[src/rtl/qpsk_rx_timing.sv]
// rtl/qpsk_rx_timing.sv - QPSK symbol timing: carrier-pulse symbol boundaries, I/Q integrate-and-dump, output FIFO
module qpsk_rx_timing #(
    parameter int SAMPLE_W   = 16,
    parameter int ACC_W      = 32,
    parameter int FIFO_DEPTH = 2
) (
    input  logic                       clk,
    input  logic                       rst,
    input  logic                       msf_carrier_pulse,
    input  logic [12:0]                msf_cp_per_bit,
    input  logic                       one_sec_pulse,
    input  logic                       qpsk_rx_enable,
    input  logic signed [SAMPLE_W-1:0] s_i,
    input  logic signed [SAMPLE_W-1:0] s_q,
    input  logic                       s_valid,
    output logic signed [ACC_W-1:0]    m_sym_i,
    output logic signed [ACC_W-1:0]    m_sym_q,
    output logic [7:0]                 m_sym_index,
    output logic                       m_valid,
    input  logic                       m_ready,
    output logic                       rx_locked,
    output logic                       overflow,
    output logic                       slip
);
    localparam int PTR_W = (FIFO_DEPTH > 1) ? $clog2(FIFO_DEPTH) : 1;
    localparam int CNT_W = $clog2(FIFO_DEPTH + 1);
    localparam logic [PTR_W-1:0] LAST_PTR = PTR_W'(FIFO_DEPTH - 1);
    localparam logic [CNT_W-1:0] DEPTH_C  = CNT_W'(FIFO_DEPTH);

    typedef enum logic [1:0] {IDLE, WAIT_SEC, INTEGRATE} state_t;

    state_t                  state;
    logic [12:0]             carrier_cnt;
    logic [7:0]              sym_index;
    logic signed [ACC_W-1:0] acc_i, acc_q;
    logic signed [ACC_W-1:0] fifo_i [FIFO_DEPTH];
    logic signed [ACC_W-1:0] fifo_q [FIFO_DEPTH];
    logic [7:0]              fifo_idx [FIFO_DEPTH];
    logic [PTR_W-1:0]        wr_ptr, rd_ptr;
    logic [CNT_W-1:0]        fifo_cnt;

    logic                    marker, boundary, push, pop, push_ok;
    logic signed [ACC_W-1:0] ext_i, ext_q, sum_i, sum_q;

    assign marker   = msf_carrier_pulse & one_sec_pulse;
    // cp_per_bit of 0 or 1 must not underflow the compare: every pulse ends a symbol
    assign boundary = msf_carrier_pulse &&
                      ((msf_cp_per_bit <= 13'd1) || (carrier_cnt >= msf_cp_per_bit - 13'd1));
    assign push     = (state == INTEGRATE) && boundary;
    assign pop      = m_valid && m_ready;
    assign push_ok  = push && ((fifo_cnt != DEPTH_C) || pop);

    assign ext_i = ACC_W'(s_i);
    assign ext_q = ACC_W'(s_q);
    assign sum_i = acc_i + (s_valid ? ext_i : '0);
    assign sum_q = acc_q + (s_valid ? ext_q : '0);

    assign m_valid     = (fifo_cnt != '0);
    assign m_sym_i     = m_valid ? fifo_i[rd_ptr] : '0;
    assign m_sym_q     = m_valid ? fifo_q[rd_ptr] : '0;
    assign m_sym_index = m_valid ? fifo_idx[rd_ptr] : 8'd0;
    assign rx_locked   = (state == INTEGRATE);

    always_ff @(posedge clk) begin
        if (rst || !qpsk_rx_enable) begin
            state       <= IDLE;
            carrier_cnt <= '0;
            sym_index   <= '0;
            acc_i       <= '0;
            acc_q       <= '0;
            wr_ptr      <= '0;
            rd_ptr      <= '0;
            fifo_cnt    <= '0;
            overflow    <= 1'b0;
            slip        <= 1'b0;
        end else begin
            case (state)
                IDLE: state <= WAIT_SEC;
                WAIT_SEC: begin
                    if (marker) begin
                        state       <= INTEGRATE;
                        carrier_cnt <= '0;
                        sym_index   <= '0;
                        acc_i       <= '0;
                        acc_q       <= '0;
                    end
                end
                INTEGRATE: begin
                    if (boundary) begin
                        // a marker on a boundary keeps the finished symbol, then restarts numbering
                        carrier_cnt <= '0;
                        acc_i       <= '0;
                        acc_q       <= '0;
                        sym_index   <= marker ? 8'd0 : sym_index + 8'd1;
                    end else if (marker) begin
                        carrier_cnt <= '0;
                        sym_index   <= '0;
                        acc_i       <= '0;
                        acc_q       <= '0;
                        if (carrier_cnt != '0)
                            slip <= 1'b1;
                    end else begin
                        acc_i <= sum_i;
                        acc_q <= sum_q;
                        if (msf_carrier_pulse)
                            carrier_cnt <= carrier_cnt + 13'd1;
                    end
                end
                default: state <= IDLE;
            endcase

            if (push_ok) begin
                fifo_i[wr_ptr]   <= sum_i;
                fifo_q[wr_ptr]   <= sum_q;
                fifo_idx[wr_ptr] <= sym_index;
                wr_ptr           <= (wr_ptr == LAST_PTR) ? '0 : wr_ptr + 1'b1;
            end
            if (push && !push_ok)
                overflow <= 1'b1;
            if (pop)
                rd_ptr <= (rd_ptr == LAST_PTR) ? '0 : rd_ptr + 1'b1;

            case ({push_ok, pop})
                2'b10:   fifo_cnt <= fifo_cnt + 1'b1;
                2'b01:   fifo_cnt <= fifo_cnt - 1'b1;
                default: fifo_cnt <= fifo_cnt;
            endcase
        end
    end
endmodule

[config.mk]
export PLATFORM = sky130hd
export DESIGN_NAME = qpsk_rx_timing
export DESIGN_NICKNAME = d
export VERILOG_FILES = /design/src/rtl/qpsk_rx_timing.sv
export SDC_FILE = /design/constraint.sdc
export NUM_CORES = 1
export LEC_CHECK = 0
export BUFFER_PORTS_ARGS = -buffer_cell sky130_fd_sc_hd__buf_2
export CORE_UTILIZATION = 31
export CTS_BUF_LIST = sky130_fd_sc_hd__clkbuf_4
export DETAILED_ROUTE_END_ITERATION = 7
export MAX_ROUTING_LAYER = met4
export PLACE_DENSITY = 0.54
export SLEW_MARGIN = 0
export SYNTH_ARGS = -nofsm -noshare
export SYNTH_HDL_FRONTEND = slang
export SYNTH_SLANG_ARGS = --single-unit
[constraint.sdc]
create_clock -name clk -period 22.3 [get_ports clk]
set_input_delay 5.575 -clock clk [delete_from_list [all_inputs] [get_ports clk]]
set_output_delay 5.575 -clock clk [all_outputs]
set_load 0.03 [all_outputs]
==> metrics.yaml <==
outcome:
  run_status: "complete, no violations"
worst_setup_path:
  reg2regPathDepth: 9
  cp-startpoint: "msf_cp_per_bit[3]"
  required_ps: 22570
  reg2reg_from: "carrier_cnt[0]$_SDFFE_PP0P_"
  reg2reg_slack_ps: 19000
  arrival_ps: 9220
  worst-setup-path-type: "input pin to flop"
  worst_r2r_endpoint: "fifo_i[1][21]$_DFFE_PP_"
  start_kind: "input pin"
  cp-end-kind: "flop"
  critPathMaxFanout: 72
detailed_routing:
  wl_per_cell_um: 16.3
  drt_pass1_iterations: 5
  drt-initial-drc-count: 461
  vias: 10200
  drt_wl_total_um: 33200
  viasPerCell: 5.03
  route.detailed.drc: 0
  ant_nets: 0
timing:
  slew_headroom_pct: 13.0
  post-route-period-util_pct: 40.1
  hold_violations: 0
  setup_slack_ps: 13350
  setup_viol: 0
  fin_crit_ps: 8950
  rsz0062_at_grt: "false"
  fin_tns_setup_ps: 0
  finClkSkew_ps: 50.3
  drv_slew: 0
  timing.fmax_mhz: 112
  worst_pin_slew_ps: 1290
synthesis:
  synthArstFlopShare_pct: 0
  synthDistinctLibCells: 70
  ys_ff_latch: 238
  ys_seq_area_share_pct: 47.2
  synth_edf_count: 144
  yosysTopAreaCell: "edfxtp_1"
  synth_fp_nets: 1426
  synth_ff_type: "edfxtp_1"
  synth_warnings: 0
  ys_top_cells_by_area: "edfxtp_1 33%, dfxtp_1 14%, ha_1 7.9%, mux2i_1 5.7%, nor2_1 5.1%"
  syn-cell-area_um2: 13200
  syn-instance-count: 1289
  syn_area_per_cell_um2: 10.2
  yosys.area.top_type_share_pct: 32.9
floorplanning:
  die_y_um: 208
  start_util_pct: 31.4
  die_x_um: 208
  die_area_um2: 43300
  num_rows: 75
  pin_count: 128
  core_area_um2: 41900
clocking:
  cts_inserted_buffers: 67
  clk_pin_slew_ps: 60
  cts_sinks: 238
  htree_num_levels: 3
  clock_latency_ps: 690
  cts_tree: "done"
  cts_hold_repair.buffers: 0
  clockBufferDepth: 3
  cts-root-buf: "clkbuf_4"
  post_cts_resized: 0
  postCtsSetupBuffers: 0
finish:
  design_area_um2: 15300
  nets: 1574
  fin_cells: 2032
  areaGrowthSynthToFinish_pct: 16.0
  fill_cells: 4273
  drive_gt1_share_pct: 17.7
hold_path:
  hold_class: "flop to flop"
  worstHoldEndpoint: "acc_i[29]$_SDFFE_PP0P_"
  whs_path_depth: 2
  min-delay-start: "acc_i[29]$_SDFFE_PP0P_"
global_routing:
  grt_max_degree: 73
  antenna_found_initial: 2
  grt.overflow.total: 0
  grtUsageTotal_pct: 15.9
  grt_pass1_vias: 10200
  grt_pass1_wl_um: 53400
pwr:
  power_density_nw_per_um2: 61.3
  leakage_uw: 0.00608
  ir_drop_v: 0.0000291
  p_total_uw: 935
placement:
  placed_area_um2: 14300
  gp_congestion: 0.863
  dpl.hpwl_um: 23000
  dp_cells: 1907
  dp_slack_ps: 12680
  port_buffers: 127
flow_run:
  drv_cap: 0
[power breakdown]
group / total (uW) / internal (uW) / switching [uW]
Combinational: 50.8 / 17.3 / 33.5
Sequential: 465 / 465 / 0.140
Clock: 419 / 233 / 186
Total: 935 / 715 / 220
[worst max path at each step]
stage / end / slack (ps) / depth (start not counted)
6_report: fifo_i[1][21]$_DFFE_PP_ / 13350 / 13
5_1_grt: fifo_i[1][21]$_DFFE_PP_ / 13070 / 13
4_1_cts: fifo_i[1][10]$_DFFE_PP_ / 13410 / 13
3_5_place_dp: fifo_q[1][25]$_DFFE_PP_ / 12680 / 13
3_3_place_gp: fifo_q[1][24]$_DFFE_PP_ / 12780 / 13
2_1_floorplan: fifo_i[0][0]$_DFFE_PP_ / 7160 / 12
[stage by stage]
step	utilization, %	hold slack (ps)
floorplan	-	432
CTS	36.4	478
global route	36.4	509
global placement	34.3	447
detailed placement	34.3	464
finish	36.4	467
[cell usage in the layout, fill, tap and decap left out, types with 9 or more instances in the layout]
cell type,count
nor2_1,179
edfxtp_1,144
buf_2,127
clkbuf_4,102
dfxtp_1,93
a21oi_1,85
ha_1,83
mux2i_1,75
nand2_1,71
xnor2_1,52
o21ai_0,41
and2_1,37
a22oi_1,37
xor2_1,34
a21o_1,33
nand3_1,28
inv_1,27
a22o_1,25
nor3_1,18
nand4_1,15
o211ai_1,13
clkinv_1,13
o21a_1,12
and3_1,12
nor4_1,9
nor2b_1,9
[cells in the mapped netlist (all sizes together), types with 37 or more instances]
master  number
nor2       180
edfxtp     144
dfxtp       94
a21oi       86
ha          83
mux2i       75
nand2       71
xnor2       52
clkbuf      48
o21ai       42
and2        38
a22oi       37
[layout make-up]
| cell class | instances | area [um2] | area share, % |
|---|---|---|---|
| antenna | 1 | 2.50 | 0.0164 |
| clock buffer | 102 | 766 | 5.02 |
| clock inverter | 22 | 140 | 0.919 |
| inverter | 27 | 101 | 0.664 |
| multi-input combinational | 968 | 6660 | 43.7 |
| sequential | 238 | 6210 | 40.7 |
| tap | 539 | 674 | 4.42 |
| timing repair buffer | 135 | 696 | 4.56 |
[cells by family after synthesis]
group	count (synthesis)	synth area share (%)
flip-flops	238	47.2
multiplexers	75	5.71
AO/OA/AOI/OAI	306	15.7
XOR/XNOR	86	5.73
buffers and inverters	83	2.50
AND/OR/NAND/NOR	416	15.0
adder cells (fa/ha/maj)	85	8.20
[registers in the layout (all words and copies together), names as in the netlist, named ones only]
register	cells
overflow	1
state	2
wr_ptr	1
fifo_idx	16
rd_ptr	1
fifo_i	64
carrier_cnt	13
fifo_q	64
acc_i	32
sym_index	8
fifo_cnt	2
acc_q	32
slip	1
[layer usage]
layer | up-vias | track usage (%) | wire length, um
met3 | 49 | 3.29 | 1640
met1 | 4842 | 20.1 | 15500
met5 | - | - | 0
li1 | 5098 | - | -
met2 | 226 | 25.4 | 15400
met4 | 0 | 5.39 | 677
[critical path, stage by stage]
cell and delay, ps:
buf_2 120, or4_4 550, nor3_4 230, nand2_1 110
nor4_1 250, xnor2_1 120, ha_1 310, nand3_1 100
a21oi_1 180, nand2_1 120, a21o_1 340, nor2_1 230
and3_4 940
Note: power is estimated with default switching activity, not from simulation.
